`config.mk`:
```
export PLATFORM = sky130hd
export DESIGN_NAME = modulo_unit
export DESIGN_NICKNAME = d
export VERILOG_FILES = /design/src/rtl/modulo_pkg.sv /design/src/rtl/modulo_step.sv /design/src/rtl/modulo_unit.sv
export SDC_FILE = /design/constraint.sdc
export NUM_CORES = 1
export LEC_CHECK = 0
export ABC_AREA = 1
export BUFFER_PORTS_ARGS = -buffer_cell sky130_fd_sc_hd__buf_2
export CORE_MARGIN = 5
export CORE_UTILIZATION = 53
export DETAILED_ROUTE_END_ITERATION = 8
export HOLD_SLACK_MARGIN = 0.08
export PLACE_DENSITY_LB_ADDON = 0.08
export SETUP_SLACK_MARGIN = 0.4
export SLEW_MARGIN = 20
export SYNTH_ARGS = -nofsm -noshare
export SYNTH_HDL_FRONTEND = slang
export SYNTH_SLANG_ARGS = --single-unit
```
`constraint.sdc`:
```
create_clock -name clk -period 3.1 [get_ports clk]
set_clock_uncertainty 0.05 [all_clocks]
set_input_delay 0.31 -clock clk [delete_from_list [all_inputs] [get_ports clk]]
set_output_delay 0.31 -clock clk [all_outputs]
set_load 0.005 [all_outputs]
```
`src/rtl/modulo_pkg.sv`:
```
// Shared types and constants for the iterative shift-subtract divide/modulo unit.
package modulo_pkg;

  typedef enum logic [2:0] {
    IDLE,
    PREP,
    CALC,
    FIX,
    DONE
  } state_t;

  localparam int MAX_WIDTH = 64;

  // Quotient reported for a zero divisor; sliced down to the operand width.
  localparam logic [MAX_WIDTH-1:0] DIV0_QUOT = '1;

  function automatic int cnt_width(input int w);
    return (w < 2) ? 1 : $clog2(w);
  endfunction

endpackage

```
`src/rtl/modulo_step.sv`:
```
// One restoring-division iteration: shift in the next dividend bit, subtract the divisor if it fits.
// Purely combinational; no handshake.
module modulo_step
  import modulo_pkg::*;
#(
  parameter int WIDTH = 16
) (
  input  logic [WIDTH:0]   p_i,
  input  logic             bit_i,
  input  logic [WIDTH-1:0] dsr_i,
  output logic [WIDTH:0]   p_o,
  output logic             q_o
);

  logic [WIDTH:0] shifted;

  // A set top bit of p would push the shifted value past 2^(WIDTH+1), which always exceeds the divisor.
  always_comb begin
    shifted = {p_i[WIDTH-1:0], bit_i};
    q_o     = p_i[WIDTH] | (shifted >= {1'b0, dsr_i});
    p_o     = q_o ? (shifted - {1'b0, dsr_i}) : shifted;
  end

endmodule

```
`src/rtl/modulo_unit.sv`:
```
// Iterative signed/unsigned divide/modulo with start/busy/valid handshake.
// Result valid WIDTH+2 edges after start (divide by zero: 2 edges); start while busy is ignored.
module modulo_unit
  import modulo_pkg::*;
#(
  parameter int WIDTH = 16
) (
  input  logic             clk,
  input  logic             rst_i,
  input  logic             start_i,
  input  logic             signed_i,
  input  logic [WIDTH-1:0] dividend_i,
  input  logic [WIDTH-1:0] divisor_i,
  input  logic             abort_i,
  output logic             busy_o,
  output logic             valid_o,
  output logic [WIDTH-1:0] quotient_o,
  output logic [WIDTH-1:0] remainder_o,
  output logic             div0_o
);

  localparam int CW = cnt_width(WIDTH);

  state_t           state_q, state_d;
  logic [CW-1:0]    cnt_q, cnt_d;
  logic [WIDTH-1:0] dvd_q, dvd_d;
  logic [WIDTH-1:0] dsr_q, dsr_d;
  logic [WIDTH:0]   p_q, p_d;
  logic             sgn_q, sgn_d;
  logic             neg_quo_q, neg_quo_d;
  logic             neg_rem_q, neg_rem_d;
  logic             div0_flag_q, div0_flag_d;
  logic [WIDTH-1:0] quotient_q, quotient_d;
  logic [WIDTH-1:0] remainder_q, remainder_d;
  logic             div0_q, div0_d;
  logic             valid_q, valid_d;
  logic             busy_q, busy_d;

  logic [WIDTH:0]   p_nxt;
  logic             q_bit;

  modulo_step #(.WIDTH(WIDTH)) u_step (
    .p_i   (p_q),
    .bit_i (dvd_q[WIDTH-1]),
    .dsr_i (dsr_q),
    .p_o   (p_nxt),
    .q_o   (q_bit)
  );

  always_comb begin
    state_d     = state_q;
    cnt_d       = cnt_q;
    dvd_d       = dvd_q;
    dsr_d       = dsr_q;
    p_d         = p_q;
    sgn_d       = sgn_q;
    neg_quo_d   = neg_quo_q;
    neg_rem_d   = neg_rem_q;
    div0_flag_d = div0_flag_q;
    quotient_d  = quotient_q;
    remainder_d = remainder_q;
    div0_d      = div0_q;

    case (state_q)
      IDLE, DONE: begin
        // DONE also accepts a start so a held start_i costs no extra idle cycle.
        if (start_i) begin
          dvd_d   = dividend_i;
          dsr_d   = divisor_i;
          sgn_d   = signed_i;
          state_d = PREP;
        end else begin
          state_d = IDLE;
        end
      end
      PREP: begin
        if (dsr_q == '0) begin
          div0_flag_d = 1'b1;
          state_d     = FIX;
        end else begin
          div0_flag_d = 1'b0;
          dvd_d       = (sgn_q && dvd_q[WIDTH-1]) ? -dvd_q : dvd_q;
          dsr_d       = (sgn_q && dsr_q[WIDTH-1]) ? -dsr_q : dsr_q;
          neg_quo_d   = sgn_q & (dvd_q[WIDTH-1] ^ dsr_q[WIDTH-1]);
          neg_rem_d   = sgn_q & dvd_q[WIDTH-1];
          p_d         = '0;
          cnt_d       = CW'(WIDTH - 1);
          state_d     = CALC;
        end
      end
      CALC: begin
        // Quotient bits enter at the bottom as dividend bits leave at the top.
        dvd_d = {dvd_q[WIDTH-2:0], q_bit};
        p_d   = p_nxt;
        if (cnt_q == '0) begin
          state_d = FIX;
        end else begin
          cnt_d = cnt_q - 1'b1;
        end
      end
      FIX: begin
        state_d = DONE;
        if (div0_flag_q) begin
          quotient_d  = DIV0_QUOT[WIDTH-1:0];
          remainder_d = dvd_q;
          div0_d      = 1'b1;
        end else begin
          quotient_d  = neg_quo_q ? -dvd_q : dvd_q;
          remainder_d = (neg_rem_q && (p_q[WIDTH-1:0] != '0)) ? -p_q[WIDTH-1:0] : p_q[WIDTH-1:0];
          div0_d      = 1'b0;
        end
      end
      default: state_d = IDLE;
    endcase

    if (abort_i && (state_q != IDLE)) begin
      state_d     = IDLE;
      quotient_d  = quotient_q;
      remainder_d = remainder_q;
      div0_d      = div0_q;
    end

    busy_d  = (state_d != IDLE);
    valid_d = (state_d == DONE);
  end

  always_ff @(posedge clk or negedge rst_i) begin
    if (!rst_i) begin
      state_q     <= IDLE;
      cnt_q       <= '0;
      dvd_q       <= '0;
      dsr_q       <= '0;
      p_q         <= '0;
      sgn_q       <= 1'b0;
      neg_quo_q   <= 1'b0;
      neg_rem_q   <= 1'b0;
      div0_flag_q <= 1'b0;
      quotient_q  <= '0;
      remainder_q <= '0;
      div0_q      <= 1'b0;
      valid_q     <= 1'b0;
      busy_q      <= 1'b0;
    end else begin
      state_q     <= state_d;
      cnt_q       <= cnt_d;
      dvd_q       <= dvd_d;
      dsr_q       <= dsr_d;
      p_q         <= p_d;
      sgn_q       <= sgn_d;
      neg_quo_q   <= neg_quo_d;
      neg_rem_q   <= neg_rem_d;
      div0_flag_q <= div0_flag_d;
      quotient_q  <= quotient_d;
      remainder_q <= remainder_d;
      div0_q      <= div0_d;
      valid_q     <= valid_d;
      busy_q      <= busy_d;
    end
  end

  assign busy_o      = busy_q;
  assign valid_o     = valid_q;
  assign quotient_o  = quotient_q;
  assign remainder_o = remainder_q;
  assign div0_o      = div0_q;

endmodule

```
After elaboration in Yosys (flattened, before gate mapping)
Cells that the tools add are included.
{"block": "totals", "register_bits": 95, "input_bits": 37, "output_inout_bits": 35}
{"block": "op_classes", "n_addsub": 5, "n_lt_le_gt_ge": 1, "n_eq_ne": 10, "mux": 25, "bitwise": 6, "reduce_logical": 21}
{"cell": "16-bit 2-to-1 mux", "n": 10}
{"cell": "16-bit negation", "n": 3}
{"cell": "16-bit one-hot mux with 3 select lines", "n": 1}
{"cell": "17-bit 2-to-1 mux", "n": 2}
{"cell": "17-bit one-hot mux with 2 select lines", "n": 1}
{"cell": "16-bit one-hot mux with 2 select lines", "n": 1}
{"cell": "17-bit by 16-bit >= comparator with 1-bit output", "n": 1}
{"cell": "17-bit by 16-bit subtractor with 17-bit output", "n": 1}
{"cell": "16-bit zero test", "n": 1}
{"cell": "16-bit nonzero test", "n": 1}
{"cell": "3-bit one-hot mux with 4 select lines", "n": 1}
{"cell": "2-bit inequality test (second input constant)", "n": 5}
{"cell": "3-bit nonzero test", "n": 3}
{"cell": "4-bit 2-to-1 mux", "n": 2}
{"cell": "4-bit one-hot mux with 2 select lines", "n": 1}
{"cell": "2-bit AND reduction", "n": 4}
{"cell": "4-bit AND reduction", "n": 2}
{"cell": "3-bit by 2-bit equality test with 1-bit output (second input constant)", "n": 2}
{"cell": "3-bit equality test (second input constant)", "n": 2}
{"cell": "3-bit 2-to-1 mux", "n": 2}
{"cell": "1-bit logical AND", "n": 4}
{"cell": "4-bit zero test", "n": 1}
{"cell": "1-bit 2-to-1 mux", "n": 4}
{"cell": "2-bit nonzero test", "n": 2}
{"cell": "other kinds (9)", "n": 11}

Logic depth before layout (Yosys ltp)
{"block": "depth", "word_depth": 5, "mapped_depth": 15, "ltp_nobuf": 15}

Cells and area by module
A second synthesis with hierarchy kept.
{"block": "unflattened", "cells_unflattened": 1108, "area_unflattened_um2": 7075.5}
{"module": "modulo_unit", "instances": 1, "cells_per_inst": 817, "area_per_inst_um2": 5661.7, "seq_area_each_um2": 2377.3}
{"module": "modulo_step", "instances": 1, "cells_per_inst": 291, "area_per_inst_um2": 1413.9, "seq_area_each_um2": 0.0}

Worst setup path before layout
OpenSTA, ideal clock, no wires.
{"block": "synth_timing", "kind": "reg-to-reg", "startpoint": "reg dvd_q[15]", "endpoint": "reg p_q[8]", "setup_ns": 0.117, "arrival_ns": 1.771, "required_time_ns": 2.933, "setup_slack_ns": 1.162, "path_stages_with_launch": 12, "path_buffers": 0, "synth_period_minus_slack_ns": 1.938, "path_cell_list": "dfrtp_1 inv_1 ha_1 inv_1 fa_1 nand3_1 nand2_1 a21oi_1 xor2_1 nand2_2 nand3_2 nand2_1"}
{"block": "synth_via", "elab_chain_len": 4, "elab_cells_between_ends": 5}
{"item": "from (decl)", "line_no": "modulo_unit.sv:26", "text": "logic [WIDTH-1:0] dvd_q, dvd_d;"}
{"item": "from (signal assigned)", "line_no": "modulo_unit.sv:146", "text": "dvd_q <= dvd_d;"}
{"item": "17-bit by 16-bit >= comparator with 1-bit output", "line_no": "modulo_step.sv:20", "text": "q_o = p_i[WIDTH] | (shifted >= {1'b0, dsr_i});"}
{"item": "1-bit bitwise OR", "line_no": "modulo_step.sv:20"}
{"item": "17-bit 2-to-1 mux (*)", "line_no": "modulo_step.sv:21", "text": "p_o = q_o ? (shifted - {1'b0, dsr_i}) : shifted;"}
{"item": "17-bit one-hot mux with 2 select lines (*)", "line_no": "modulo_unit.sv:64", "text": "case (state_q)"}
{"item": "to (signal assigned)", "line_no": "modulo_unit.sv:148", "text": "p_q <= p_d;"}
{"item": "to (decl)", "line_no": "modulo_unit.sv:28", "text": "logic [WIDTH:0] p_q, p_d;"}
Every way passes the cells marked *; elsewhere a longest branch is shown, timed or not.
A chain may end at the register's enable or synchronous reset.

Worst setup path in the final report
{"block": "layout_timing", "startpoint": "reg state_q[2]", "endpoint": "reg dvd_q[0]"}
{"block": "layout_via", "elab_chain_len": 4, "elab_cells_between_ends": 11}
{"item": "from (decl)", "line_no": "modulo_unit.sv:24", "text": "state_t state_q, state_d;"}
{"item": "from (signal assigned)", "line_no": "modulo_unit.sv:144", "text": "state_q <= state_d;"}
{"item": "3-bit equality test / 3-bit zero test (equally long branches)", "line_no": "modulo_unit.sv:64"}
{"item": "2-bit OR reduction", "line_no": "modulo_unit.sv:64"}
{"item": "2-bit inequality test (no line) / 3-bit nonzero test (equally long branches)"}
{"item": "4-bit AND reduction (no line)"}
Several ways; a longest one is shown, not always the timed one.

==> results.cfg <==
[global_routing]
grt_first_pass_wirelength_um = 31680
grtUsageTotal = 0.2634
antenna_found_initial = 0
grt_max_degree = 64
grt_overflow = 0
first_global_vias = 6236

[synth]
synth_edf_count = 0
synth_area_sq_mm = 0.006893
syn_inst = 982
syn_avg_cell_area_sq_um = 7.019
async_flop_share = 1.000
synth_area_leaders = dfrtp_1 34%, nand2_1 14%, nand3_1 8.6%
yosysSeqAreaShare = 0.3449
synth_ff_type = dfrtp_1
syn_nets = 1040
synth_top_cell_area_share = 0.3449
synth_area_leader_cell = dfrtp_1
yosysWarnings = 0
ys_types = 49
ys_ff_latch = 95

[sta]
setup_tns_ps = 0
post-route-period-util = 0.7607
rsz0062_at_grt = false
fin_crit_ps = 2358
max_slew_margin = 0.4439
setup_viol = 0
tightestPinTransition_ps = 834.2
slew_violations = 0
hold_viol_final = 0
max_freq_ghz = 0.4241

[finish]
nets = 1104
drive_gt1_frac = 0.1621
utilization = 0.6015
areaGrowthSynthToFinish_pct = 10.56
antenna_cells = 0

[floorplan]
die-height_um = 124.0
core_area_sq_mm = 0.01267
die_w_um = 124.0
pin_count = 72
fp.dieArea_sq_mm = 0.01539
row_count = 41
start_util = 0.5440

[power]
clkPwrFrac = 0.113
comb_power_share = 0.624
intPower_w = 0.004328
power_frac_seq = 0.263
power.density_mw_per_mm2 = 1190
ir_drop_v = 0.0006955
swShare = 0.5227
leakage_nw = 3.913
switchingPower_w = 0.004739

[clock_tree]
cts.path.max_buffers = 2
clk_pin_slew_ps = 70
numClockSinks = 95
cts_tree = yes
cts_made_buffers = 9
cts.htree.levels = 3
clockRootBuffer = clkbuf_16
hold_buffers = 1
clock_latency_ps = 340
cts_setup_buffers = 0
cts_resized = 0

[drt]
drt.antenna.violating_nets = 0
wl_per_cell_um = 15.74
route.detailed.drc = 0
dr.pass1.iters = 5
wirelength_um = 19220
drt_iter0_drc = 611
via_per_inst = 5.438
vias = 6640

[worst_setup_path]
critPathArrivalTime_ps = 2530
endpoint_kind = register
reg2reg_to = dvd_q[0]$_DFFE_PN0P_
r2r_cells = 9
worst-r2r-setup-slack_ps = 740
critPathMaxFanout = 15
crit_type = reg -> reg
cp-start-kind = register
critical_path_required_ps = 3270
reg2reg_from = state_q[2]$_DFF_PN0_

[min_path]
min_from = abort_i
hp-class = in -> reg
holdPathStages = 2
hold_path_end = valid_o$_DFF_PN0_

[placed_design]
gp_congestion = 0.9499
io_buffer_count = 71
dp_hpwl_um = 14580

[flow_run]
maxCapViolCount = 0

[run_status]
outcome = finished, final reports clean
==> routing by layer <==
layer,routed length [um],track usage
met3,945,0.03951
met4,390,0.08145
met5,0,0
met2,9179,0.4355
met1,8705,0.3575
==> power by group through the flow <==
stage | clock, W | combinational [W] | sequential, W
detailed placement | 0 | 0.00562 | 0.00238
global placement | 0 | 0.00559 | 0.00238
floorplan | 0 | 0.00439 | 0.00224
finish | 0.00103 | 0.00566 | 0.00238
CTS | 0.00104 | 0.00565 | 0.00237
global route | 0.00109 | 0.00643 | 0.00245
==> worst max-delay path: stages, from the launching register on <==
cell and delay [ps]:
dfrtp_1 440, nor2_1 180, nand2_2 210, buf_4 270, nand2_1 180, o22ai_2 130
inv_2 80, nand3_2 310, nor2_1 280, a21boi_0 120
==> stage by stage <==
| stage | cell area (sq um) | power (W) | hold WS (ps) | std cells | worst slack [ps] |
|---|---|---|---|---|---|
| floorplan | 6893 | 0.006635 | -35.59 | 982 | 1162 |
| global placement | 7347 | 0.007973 | 412.5 | 1206 | 725.8 |
| detailed placement | 7347 | 0.007999 | 401.9 | 1206 | 760.6 |
| CTS | 7621 | 0.009059 | 96.37 | 1221 | 747.9 |
| global route | 7621 | 0.009977 | 95.02 | 1221 | 582.4 |
| finish | 7621 | 0.009067 | 112.2 | 1221 | 741.9 |
==> synth_stat cells, types with 5 or more instances <==
cell type  number
buf_2          11
o211ai_2        5
o21ai_0        44
inv_2          13
inv_1         109
nand4_1        16
a22oi_1        15
xnor2_1         6
a21oi_1        43
nand3_1       119
ha_1           20
buf_6           5
xor2_1         13
nor2_2          5
nand2_2        16
o21ai_1        20
clkbuf_1        6
nor2_1         77
dfrtp_1        95
nand2_1       266
nor3_1         12
nand3_2        14
==> sequential cells by signal (all words and copies together) (netlist names) <==
signal and cells:
p_q 17, dsr_q 16, dvd_q 16, quotient_o 16, remainder_o 16, cnt_q 4, state_q 3, busy_o 1
div0_flag_q 1, div0_o 1, neg_quo_q 1, neg_rem_q 1, sgn_q 1, valid_o 1
==> area by class of cell <==
class	count	area, sq um
clock buffer	11	242.7
multi-input combinational	735	3862
clock inverter	3	21.27
sequential	95	2377
inverter	124	466.7
timing repair buffer	81	435.4
fill	1236	5050
tap	172	215.2
==> cell families after synthesis <==
| logic type | share of synthesized area |
|---|---|
| and+or+nand+nor | 0.3678 |
| muxes | 0.004538 |
| DFF | 0.3449 |
| buffers and inverters | 0.09475 |
| AOI/OAI and AO/OA | 0.1247 |
| adders and majority gates | 0.03921 |
| xor gates and xnor gates | 0.02414 |
==> worst max path at each step <==
stage / startpoint / to / slack (ps)
floorplan: dvd_q[15]$_DFFE_PN0P_ / p_q[8]$_DFFE_PN0P_ / 1160
global placement: state_q[2]$_DFF_PN0_ / dvd_q[0]$_DFFE_PN0P_ / 730
global route: state_q[2]$_DFF_PN0_ / dvd_q[0]$_DFFE_PN0P_ / 580
CTS: state_q[2]$_DFF_PN0_ / dvd_q[0]$_DFFE_PN0P_ / 750
finish: state_q[2]$_DFF_PN0_ / dvd_q[0]$_DFFE_PN0P_ / 740
detailed placement: state_q[2]$_DFF_PN0_ / dvd_q[0]$_DFFE_PN0P_ / 760
==> cells in the final DEF, fill, tap and decap left out, drive strengths merged <==
cell type	n
clkbuf	11
a21boi	1
ha	20
or2	5
xor2	13
nand2	286
buf	80
nand3	134
and3	1
o22a	2
clkinvlp	1
mux2	1
a21oi	45
nor2	86
dlygate4sd3	1
nand4	16
xnor2	6
nand3b	2
o211ai	9
a221oi	1
dfrtp	95
inv	122
fa	1
a31oi	1
o22ai	5
o31ai	2
clkinv	4
o21ai	65
nor3	16
mux2i	2
a22oi	15
No activity file was read; power rests on OpenSTA's default activity.
